==> config.mk <==
export PLATFORM = sky130hd
export DESIGN_NAME = pdi_block_formatter
export DESIGN_NICKNAME = d
export VERILOG_FILES = /design/src/rtl/pdi_block_formatter.sv
export SDC_FILE = /design/constraint.sdc
export NUM_CORES = 1
export LEC_CHECK = 0
export ABC_AREA = 1
export BUFFER_PORTS_ARGS = -buffer_cell sky130_fd_sc_hd__buf_2
export CAP_MARGIN = 20
export CELL_PAD_IN_SITES_DETAIL_PLACEMENT = 1
export CELL_PAD_IN_SITES_GLOBAL_PLACEMENT = 2
export CORE_ASPECT_RATIO = 2
export CORE_MARGIN = 5
export CORE_UTILIZATION = 29
export DETAILED_ROUTE_END_ITERATION = 16
export PLACE_DENSITY = 0.79
export SETUP_SLACK_MARGIN = 0.5
export SYNTH_ARGS = -nofsm -noshare
export SYNTH_HDL_FRONTEND = slang
export SYNTH_SLANG_ARGS = --single-unit
==> constraint.sdc <==
create_clock -name clk -period 2.1 [get_ports clk]
set_clock_uncertainty 0.15 [all_clocks]
set_input_delay 0.21 -clock clk [delete_from_list [all_inputs] [get_ports clk]]
set_output_delay 0.21 -clock clk [all_outputs]
set_load 0.05 [all_outputs]
==> src/rtl/pdi_block_formatter.sv <==
// Groups 32-bit message words into 128-bit Romulus blocks with 10*-len padding and emits one beat per word.
// Optional build macro PDI_FMT_MSGLEN_EN adds msg_len, a saturating byte count of the current message.
module pdi_block_formatter #(
  parameter int BLOCK_WORDS = 4
) (
  input  logic        clk,
  input  logic        rst,
  input  logic        msg_start,
  input  logic        msg_dec,
  input  logic [31:0] bdi,
  input  logic [2:0]  bdi_size,
  input  logic        bdi_last,
  input  logic        bdi_valid,
  output logic        bdi_ready,
  input  logic        core_ready,
  output logic [31:0] pdi,
  output logic [3:0]  decrypt,
  output logic        se,
  output logic        blk_done,
  output logic        blk_pad,
  output logic [4:0]  blk_len,
  output logic        msg_done
`ifdef PDI_FMT_MSGLEN_EN
  ,
  output logic [31:0] msg_len
`endif
);

  typedef enum logic [1:0] {IDLE, LOAD, PAD} state_t;

  state_t      state;
  logic [1:0]  word_cnt;
  logic [4:0]  byte_acc;
  logic        dec_q;

  logic        accept;
  logic        word_last;
  logic [2:0]  size_eff;
  logic [3:0]  lane_mask;
  logic [4:0]  new_len;
  logic [31:0] beat_word;

  assign bdi_ready = (state == LOAD) && core_ready;
  assign accept    = bdi_valid && bdi_ready;
  assign word_last = (word_cnt == 2'(BLOCK_WORDS - 1));

  // Byte j of the word sits in lane 3-j; a lane carries message data only if j < effective size.
  always_comb begin
    // NOTE: every always_comb output gets a default first so no path can infer a latch.
    size_eff  = 3'd4;
    lane_mask = 4'h0;
    beat_word = 32'h0;
    if (bdi_last)
      size_eff = (bdi_size > 3'd4) ? 3'd4 : bdi_size;
    for (int i = 0; i < 4; i++)
      lane_mask[i] = (3'(3 - i) < size_eff);
    new_len = byte_acc + {2'b00, size_eff};
    for (int i = 0; i < 4; i++)
      beat_word[8*i +: 8] = lane_mask[i] ? bdi[8*i +: 8] : 8'h00;
    // A short final word landing in word 3 carries the pad length byte itself.
    if (word_last && !new_len[4])
      beat_word[7:0] = {3'b000, new_len};
  end

  // NOTE: sequential state uses non-blocking assignments only, so all registers update together.
  always_ff @(posedge clk or negedge rst) begin
    if (!rst) begin
      state    <= IDLE;
      word_cnt <= 2'd0;
      byte_acc <= 5'd0;
      dec_q    <= 1'b0;
      pdi      <= 32'h0;
      decrypt  <= 4'h0;
      se       <= 1'b0;
      blk_done <= 1'b0;
      blk_pad  <= 1'b0;
      blk_len  <= 5'd0;
      msg_done <= 1'b0;
    end else begin
      pdi      <= 32'h0;
      decrypt  <= 4'h0;
      se       <= 1'b0;
      blk_done <= 1'b0;
      blk_pad  <= 1'b0;
      blk_len  <= 5'd0;
      msg_done <= 1'b0;
      unique case (state)
        IDLE: begin
          if (msg_start) begin
            dec_q    <= msg_dec;
            word_cnt <= 2'd0;
            byte_acc <= 5'd0;
            state    <= LOAD;
          end
        end
        LOAD: begin
          if (accept) begin
            se       <= 1'b1;
            pdi      <= beat_word;
            decrypt  <= {4{dec_q}} & lane_mask;
            word_cnt <= word_cnt + 2'd1;
            if (word_last) begin
              blk_done <= 1'b1;
              blk_len  <= new_len;
              byte_acc <= 5'd0;
              if (bdi_last) begin
                msg_done <= 1'b1;
                blk_pad  <= !new_len[4];
                state    <= IDLE;
              end
            end else begin
              byte_acc <= new_len;
              if (bdi_last)
                state <= PAD;
            end
          end
        end
        PAD: begin
          if (core_ready) begin
            se       <= 1'b1;
            word_cnt <= word_cnt + 2'd1;
            if (word_last) begin
              pdi      <= {27'h0, byte_acc};
              blk_done <= 1'b1;
              msg_done <= 1'b1;
              blk_pad  <= 1'b1;
              blk_len  <= byte_acc;
              byte_acc <= 5'd0;
              state    <= IDLE;
            end
          end
        end
        default: state <= IDLE;
      endcase
    end
  end

`ifdef PDI_FMT_MSGLEN_EN
  logic [32:0] len_sum;
  assign len_sum = {1'b0, msg_len} + 33'(size_eff);

  always_ff @(posedge clk or negedge rst) begin
    if (!rst)
      msg_len <= 32'h0;
    else if (state == IDLE && msg_start)
      msg_len <= 32'h0;
    else if (accept)
      msg_len <= len_sum[32] ? 32'hFFFF_FFFF : len_sum[31:0];
  end
`endif

endmodule

### Word-level counts from Yosys, hierarchy flattened

Index checks and enable logic that the tools add are counted.

| word-level totals | value |
|---|---|
| flip-flop bits (word level) | 55 |
| input port bits | 42 |
| word-level logic and storage cells | 88 |

| cells by class | value |
|---|---|
| add/sub/neg operators | 2 |
| $lt $le $gt $ge | 5 |
| equality and inequality tests | 8 |
| muxes and demuxes | 51 |
| bitwise gates (word level) | 1 |
| reduce and logical (&&, ||, !) cells | 10 |

Operators with widths:

| cell | number |
|---|---|
| 32-bit one-hot mux with 2 select lines | 1 |
| 5-bit 2-to-1 mux | 11 |
| 8-bit 2-to-1 mux | 5 |
| 32-bit 2-to-1 mux | 1 |
| 2-bit 2-to-1 mux | 10 |
| 5-bit one-hot mux with 3 select lines | 1 |
| 2-bit one-hot mux with 3 select lines | 2 |
| 1-bit 2-to-1 mux | 11 |
| 2-bit != test (second input constant) | 5 |
| 5-bit one-hot mux with 2 select lines | 1 |
| 5-bit AND reduction | 2 |
| 4-bit 2-to-1 mux | 2 |
| 1-bit one-hot mux with 2 select lines | 4 |
| 1-bit by 3-bit < comparator with 1-bit output (first input constant) | 2 |
| 2-bit by 3-bit < comparator with 1-bit output (first input constant) | 2 |
| 3-bit 2-to-1 mux | 2 |
| 5-bit by 3-bit adder with 5-bit output | 1 |
| 4-bit bitwise AND | 1 |
| 2-bit equality test (second input constant) | 2 |
| 4-bit AND reduction | 1 |
| 3-bit > comparator (second input constant) | 1 |
| 1-bit logical AND | 3 |
| 3-bit nonzero test | 1 |
| 2-bit by 1-bit adder with 2-bit output (second input constant) | 1 |
| other kinds (4) | 4 |

### Longest topological paths before layout

Gate-level depths: netlist of the first run.

| logic depth | value |
|---|---|
| word-level depth | 9 |
| depth in mapped cells | 14 |

### Least setup slack after synthesis of the first run

OpenSTA, ideal clock, no wires.

| timing path | value |
|---|---|
| path kind | input to register |
| start point | in bdi_last |
| end point | reg pdi[3] |
| arrival | 1.632 ns |
| slack | 0.182 ns |
| cell stages on the path | 14 |
| buffers on the path | 0 |
| cell sequence | inv_1 -> nor2_2 -> inv_1 -> nor2_1 -> ha_1 -> fa_1 -> nand2_1 -> nand2_1 -> nand3_1 -> nand2_1 -> nand2_1 -> nand2_1 -> nand2_1 -> a21oi_1 |

| on the way | value |
|---|---|
| word-level cells in the longest chain between the ends | 7 |
| elaborated cells between the ends (all ways) | 9 |
| classes of those cells | add/sub (1); order compare (1); mux (5); reduce/logical (2) |

Ends and longest elaborated chain:

| item | RTL line | text |
|---|---|---|
| start: declaration | 12 | `input logic bdi_last,` |
| 3-bit 2-to-1 mux * | 53 | `if (bdi_last)` |
| 5-bit by 3-bit adder with 5-bit output | 57 | `new_len = byte_acc + {2'b00, size_eff};` |
| 1-bit logical NOT | 61 | `if (word_last && !new_len[4])` |
| 1-bit logical AND | 61 |  |
| 8-bit 2-to-1 mux * | 61 |  |
| 32-bit 2-to-1 mux * | 97 | `if (accept) begin` |
| 32-bit one-hot mux with 2 select lines * | 87 | `unique case (state)` |
| end signal: assignment | 99 | `pdi <= beat_word;` |
| end signal: assignment | 123 | `pdi <= {27'h0, byte_acc};` |
| end: declaration | 16 | `output logic [31:0] pdi,` |

Every way passes the cells marked *; elsewhere a longest branch is shown, timed or not.
A chain may end at the register's enable or synchronous reset.

### Final worst setup path of the first run

| timing path | value |
|---|---|
| start point | reg byte_acc[0] |
| end point | reg pdi[3] |

| on the way | value |
|---|---|
| word-level cells in the longest chain between the ends | 6 |

Ends and longest elaborated chain:

| item | RTL line | text |
|---|---|---|
| start: declaration | 33 | `logic [4:0] byte_acc;` |
| start signal: assignment | 112 | `byte_acc <= new_len;` |
| 5-bit by 3-bit adder with 5-bit output * | 57 |  |
| 1-bit logical NOT | 61 |  |
| 1-bit logical AND | 61 |  |
| 8-bit 2-to-1 mux * | 61 |  |
| 32-bit 2-to-1 mux * | 97 |  |
| 32-bit one-hot mux with 2 select lines * | 87 |  |

Marks and branches as above.

==> run_results.csv, run 1 <==
group,metric,value,unit
placed_design,dpl.hpwl,5730,µm
power,switching_power,0.00163,W
global_routing,grt_pass1_wl,12200,µm
sta,hold_viol,0,
yosys,ys_seq_area_share,57.4,%
detailed_routing,vias,2223,
layout,layout.cells.non_filler,477,
critical_path,crit_family,"adder cells",
detailed_routing,first_pass_iters,4,
floorplan,floorplan.initialDensity,29.3,%
critical_path,worst_ep_arrival_time,1890,ps
critical_path,rr_worst_depth,10,
power,p_leak,2.01,nW
critical_path,crit_chain,"ha_2 > fa_2 > nand2_2 > nand2_2 > nand3_2 > nand2_4 > nand2_4 > nand2_1 > nand2_1 > a21oi_1",
layout,drive_gt1_share,53.3,%
yosys,synth.avg_cell_area,9.71,µm²
yosys,ys_ff_latch,55,
sta,maxSlewHeadroom,62.1,%
floorplan,dieArea,0.0103,mm²
floorplan,coreArea,0.00817,mm²
critical_path,crit_start,"byte_acc[0]",
hold_path,worstHoldPathType,"input pin to flop",
critical_path,path_max_fanout,6,
critical_path,path_buf_inv,0,
yosys,synth_xor_xnor_area_share,0.365,%
global_routing,grt_usage,15.6,%
detailed_routing,drt_iter0_drc,37,
yosys,netlist_area,0.00240,mm²
power,p_clk_share,24.8,%
placed_design,post_dp_cell_area,0.00303,mm²
power,swShare,38.4,%
sta,setup_viol,0,
yosys,synth_cell_types,28,
power,powerDensity,1100,mW/mm²
clock_tree,cts_buffers,5,
yosys,yosys_warnings,0,
yosys,syn_nets,298,
power,ir_drop,0.626,mV
critical_path,startpoint_type,"flop",
yosys,synth_mux_area_share,0,%
clock_tree,numClockSinks,55,
yosys,yosys.area_share.simple,26.0,%
floorplan,boundaryPins,88,
sta,finalMaxSlewViolations,0,
detailed_routing,routedWlPerCell,17.4,µm
yosys,synth_compound_area_share,6.21,%
global_routing,grt_max_degree,23,
placed_design,gp_congestion,0.832,
global_routing,grt_pass1_vias,2409,
floorplan,num_rows,47,
sta,max_slew.worst_pin.slew,567,ps
layout,area_growth,61.3,%
critical_path,worstPathRequired,2120,ps
detailed_routing,routed_wl,8310,µm
layout,antenna_cells,0,
clock_tree,clockBufferDepth,2,
floorplan,die_h,139,µm
sta,finalCriticalPeriod,1870,ps
yosys,synth_top_family_by_area,"simple AND/OR/NAND/NOR gates",
clock_tree,clk_latency,290,ps
yosys,synthCells,247,
critical_path,regToRegStartpoint,"byte_acc[0]",
global_routing,antenna_found_initial,0,
detailed_routing,vias_per_cell,4.66,
critical_path,cp-endpoint,"pdi[3]",
layout,utilization,47.3,%
clock_tree,cts-root-buf,"clkbuf_16",
clock_tree,cts_tree,"done",
sta,rsz0062_at_grt,"true",
critical_path,cp-end-kind,"flop",
placed_design,io_buffer_count,87,
critical_path,crit_cells,10,
global_routing,grt-ovfl-total,0,
clock_tree,cts.htree.levels,2,
clock_tree,clk_pin_slew,70,ps
layout,design_area,0.00387,mm²
floorplan,die_x,74.3,µm
sta,post-route-period-util,89.1,%
status,status,"complete, no violations",
critical_path,cp_slowest_cell,"dfrtp_1",
job,cap_viol_max_count,0,
power,comb_power_share,45.0,%
detailed_routing,route.detailed.drc,0,
critical_path,critPathMaxStageDelay,400,ps
critical_path,r2r_end,"pdi[3]",
power,power.internal,0.00262,W
critical_path,r2r_slack,230,ps
layout,nets,429,
placed_design,dp_cells,436,
detailed_routing,ant_nets,0,
critical_path,critPathKind,"flop to flop",
power,seq_power_share,30.3,%
yosys,synth-adder-area-share,5.01,%
sta,fmax,0.534,GHz
-- kinds of logic after synthesis --
group                      after synthesis
and+or+nand+nor                        127
DFF                                     55
buffers and inverters                   28
AOI/OAI and AO/OA                       27
adders and majority gates                9
xor gates and xnor gates                 1
-- flip-flops by register name, summed over array words and instances (netlist names) --
| name | flops |
|---|---|
| se | 1 |
| blk_len | 5 |
| pdi | 32 |
| word_cnt | 2 |
| msg_done | 1 |
| byte_acc | 5 |
| decrypt | 4 |
| blk_done | 1 |
| blk_pad | 1 |
| state | 2 |
| dec_q | 1 |
-- power by group through the flow --
stage / Combinational [W] / Clock [W] / Sequential [W]
finish: 0.00191 / 0.00105 / 0.00128
CTS: 0.00152 / 0.00108 / 0.00127
floorplan: 0.000646 / 0 / 0.00143
detailed placement: 0.00116 / 0 / 0.00129
global placement: 0.00114 / 0 / 0.00129
global route: 0.00204 / 0.00112 / 0.00130
-- metrics by stage --
stage | setup TNS, ps | total power, W | worst slack [ps] | hold slack [ps]
CTS | 0 | 0.00388 | 294 | 12.2
global route | 0 | 0.00446 | 155 | 12.3
finish | 0 | 0.00424 | 229 | 11.5
detailed placement | -199 | 0.00244 | -59.1 | 69.5
global placement | 0 | 0.00242 | 49.2 | 67.0
floorplan | 0 | 0.00207 | 320 | -236
-- layout by cell type, fill, tap and decap left out, types with 4 or more instances in the layout --
cell type / count
dlygate4sd3_1: 10
nand3_1: 6
nand2_4: 8
nor3b_1: 6
nor2_1: 21
nor2_4: 4
nand2_1: 42
clkbuf_16: 6
inv_1: 14
buf_12: 4
buf_2: 86
buf_4: 21
inv_2: 6
a21oi_2: 8
dfrtp_1: 54
a21oi_1: 8
nor3b_2: 9
ha_4: 4
nand3_2: 6
o21ai_1: 6
nand2_2: 16
-- area by class of cell --
class	count	area (µm²)
flip-flops and latches	55	1380
fillers	937	4310
repair buffers	126	842
clock buffers	6	129
multi-input cells	166	1220
well taps	98	123
clock inverters	2	60.1
inverters	24	113
-- how the worst min path moves through the flow --
stage	start	to	slack, ps	depth (start not counted)
floorplan	rst	blk_done	-240	0
CTS	bdi[5]	pdi[5]	10	3
finish	bdi[7]	pdi[7]	10	3
detailed placement	rst	state[0]	70	1
global route	bdi[7]	pdi[7]	10	3
global placement	rst	state[0]	70	1
-- synth_stat cells --
library cell | instances | share of area (%)
nand2_4 | 1 | 0.47
nand3b_1 | 3 | 0.94
nand2_2 | 3 | 0.78
inv_1 | 24 | 3.8
nor2_2 | 2 | 0.52
or2_2 | 1 | 0.26
nor2_1 | 24 | 3.8
buf_6 | 2 | 0.94
xnor2_1 | 1 | 0.37
dfrtp_1 | 55 | 57
clkbuf_1 | 1 | 0.16
nor2_4 | 2 | 0.94
o211ai_1 | 1 | 0.31
nand2_1 | 62 | 9.7
o21ai_0 | 3 | 0.63
o21ai_1 | 4 | 0.83
a31oi_1 | 1 | 0.26
fa_1 | 1 | 0.83
nand3_4 | 1 | 0.73
nor3_4 | 1 | 0.68
nand3_1 | 12 | 2.5
o21ai_2 | 1 | 0.37
ha_1 | 8 | 4.2
a21oi_2 | 1 | 0.37
o21a_1 | 1 | 0.31
a21oi_1 | 15 | 3.1
nor3b_1 | 15 | 4.7
clkbuf_2 | 1 | 0.21
-- worst reg2reg max path, stage by stage (launching register included) --
cell and delay (ps):
dfrtp_1 400, ha_2 190, fa_2 380, nand2_2 100, nand2_2 80, nand3_2 90
nand2_4 90, nand2_4 100, nand2_1 60, nand2_1 50, a21oi_1 60
-- what timing repair did --
item                                    CTS  global route
pin swaps                                15            12
endpoints found under the setup margin   47            49
setup buffers                            11             9
hold endpoints to repair                 29             0
hold buffers                             10             0
resized for setup                        38            48
gates cloned                              1             2
-- metal layers --
metal / GRT usage (%) / wire length (µm) / vias to the layer above
li1: - / - / 1052
met1: 15.5 / 2690 / 1089
met2: 30.8 / 4970 / 63
met3: 1.31 / 340 / 19
met4: 6.85 / 306 / 0
met5: 0 / 0 / -
No activity file was read; power rests on OpenSTA's default activity.
==> run 2: changes to the inputs <==
--- a/config.mk
+++ b/config.mk
@@ -13,7 +13,9 @@
 export CORE_ASPECT_RATIO = 2
 export CORE_MARGIN = 5
 export CORE_UTILIZATION = 29
+export CTS_BUF_LIST = sky130_fd_sc_hd__clkbuf_16
 export DETAILED_ROUTE_END_ITERATION = 16
+export MAX_ROUTING_LAYER = met4
 export PLACE_DENSITY = 0.79
 export SETUP_SLACK_MARGIN = 0.5
 export SYNTH_ARGS = -nofsm -noshare
==> constraint.sdc (replaced) <==
create_clock -name clk -period 2 [get_ports clk]
set_clock_uncertainty 0.15 [all_clocks]
set_input_delay 0.2 -clock clk [delete_from_list [all_inputs] [get_ports clk]]
set_output_delay 0.2 -clock clk [all_outputs]
set_load 0.05 [all_outputs]
==> run 2 against run 1 <==
  * Sequential power rose by 5%
  * Final cell count rose by 2.1%
  * Setup slack got worse by 48 ps
  * Largest cell class unchanged
  * First-iteration DRC count rose by 49%
  * Total power rose by 0.35%
  * Non-clock buffer count rose by 11
  * Sequential share of layout area fell by 0.95 points
  * Highest routed layer unchanged
==> run_results.csv, run 2 (synthesis results as in run 1) <==
group,metric,value,unit
status,status,"complete, no violations",
detailed_routing,routed_wl,8470,µm
clock_tree,cts-root-buf,"clkbuf_16",
sta,post-route-period-util,91.0,%
critical_path,cp_slowest_cell,"dfrtp_1",
global_routing,grt_pass1_vias,2360,
critical_path,worstPathRequired,2060,ps
layout,top_register,"pdi",
detailed_routing,vias_per_cell,4.58,
floorplan,die_h,139,µm
detailed_routing,first_pass_iters,4,
clock_tree,clockBufferDepth,2,
global_routing,grt_pass1_wl,12100,µm
layout,top_regs,"pdi x32, blk_len x5, byte_acc x5",
power,ir_drop,0.622,mV
hold_path,worstHoldPathType,"input pin to flop",
sta,setup_viol,0,
critical_path,cp-end-kind,"flop",
power,p_leak,2.05,nW
clock_tree,cts_tree,"done",
global_routing,grt_max_degree,24,
floorplan,dieArea,0.0103,mm²
global_routing,antenna_found_initial,0,
power,powerDensity,1070,mW/mm²
floorplan,coreArea,0.00817,mm²
layout,nets,439,
floorplan,num_rows,47,
sta,rsz0062_at_grt,"true",
critical_path,path_max_fanout,6,
sta,hold_viol,0,
detailed_routing,drt_iter0_drc,55,
clock_tree,cts.htree.levels,2,
sta,fin_tns_setup,0,ps
detailed_routing,routedWlPerCell,17.4,µm
clock_tree,cts_buffers,5,
floorplan,die_x,74.3,µm
sta,max_slew.worst_pin.slew,636,ps
critical_path,path_buf_inv,0,
job,cap_viol_max_count,0,
layout,final_cell_mix,"86 x buf_2, 53 x dfrtp_1, 47 x nand2_1",
layout,layout_commonest_cell,"buf_2",
global_routing,grt-ovfl-total,0,
critical_path,critPathKind,"flop to flop",
clock_tree,clk_latency,300,ps
detailed_routing,ant_nets,0,
sta,hold_ws,1.07,ps
sta,finalMaxSlewViolations,0,
layout,drive_gt1_share,56.3,%
sta,maxSlewHeadroom,57.6,%
sta,fmax,0.550,GHz
placed_design,dpl.hpwl,5910,µm
floorplan,boundaryPins,88,
clock_tree,numClockSinks,55,
layout,area_growth,65.9,%
layout,antenna_cells,0,
placed_design,io_buffer_count,87,
sta,finalCriticalPeriod,1820,ps
global_routing,grt_usage,16.1,%
critical_path,startpoint_type,"flop",
critical_path,crit_family,"adder cells",
layout,largest_register_ffs,32,
floorplan,floorplan.initialDensity,29.3,%
detailed_routing,vias,2230,
critical_path,crit_chain,"ha_2 > fa_2 > nand3_2 > nand3_2 > nand2_4 > nand2_4 > nand2_1 > nand2_1 > a21oi_1",
detailed_routing,route.detailed.drc,0,
placed_design,gp_congestion,0.836,
critical_path,worst_ep_arrival_time,1880,ps
clock_tree,clk_pin_slew,80,ps
critical_path,critPathMaxStageDelay,400,ps
==> run 2: timing repair <==
item                                   in CTS  in global routing
endpoints found under the hold margin      28                  1
cloned                                      1                  2
gates resized for setup                    31                 62
setup endpoints to repair                  50                 50
hold buffers                               13                  1
buffers inserted                           11                 10
pin swaps                                  12                 19
==> run 2: worst paths after layout <==
| path | from | end | depth (start not counted) | slack, ps |
|---|---|---|---|---|
| setup / recovery | byte_acc[0] | pdi[0] | 9 | 180 |
| hold / removal | bdi[12] | pdi[12] | 2 | 1 |
| setup reg to reg | byte_acc[0] | pdi[0] | 9 | 180 |
| hold reg to reg | word_cnt[0] | word_cnt[0] | 1 | 340 |
| max in group asynchronous | rst | pdi[17] | 3 | 930 |
| min in group asynchronous | rst | pdi[31] | 2 | 260 |
==> run 2: power breakdown <==
part / internal [W] / switching, W
sequential: 0.00124 / 0.000111
combinational: 0.000826 / 0.00120
clock: 0.000463 / 0.000417
total: 0.00253 / 0.00173
==> run 2: cell type report <==
type / instances / area [µm²]
multi-input combinational: 165 / 1270
clock buffer: 5 / 125
inverter: 24 / 100
sequential: 55 / 1380
timing repair buffer: 137 / 957
tap: 98 / 123
clock inverter: 3 / 20.0
fill: 956 / 4200
==> run 2: worst register-to-register path, cell delays in order (launching register included) <==
cell and delay, ps:
dfrtp_1 400, ha_2 210, fa_2 360, nand3_2 90, nand3_2 90, nand2_4 130
nand2_4 80, nand2_1 70, nand2_1 50, a21oi_1 120
==> run 2: routing by layer <==
layer	track usage, %	part of all wire [%]	vias to the layer above
met2	31.2	61	58
li1	-	-	1069
met1	14.7	32	1086
met5	-	0	-
met3	1.67	3.9	17
met4	7.13	3.7	0
==> run 2: through the flow <==
stage | area (µm²) | utilization (%) | instances | power [W] | setup WS, ps
floorplan | 2460 | - | 247 | 0.00223 | 236
global placement | 3120 | 38.1 | 441 | 0.00262 | -60.6
detailed placement | 3120 | 38.1 | 441 | 0.00265 | -71.9
CTS | 3610 | 44.1 | 474 | 0.00392 | 156
global route | 3980 | 48.7 | 487 | 0.00450 | 76.8
finish | 3980 | 48.7 | 487 | 0.00426 | 181
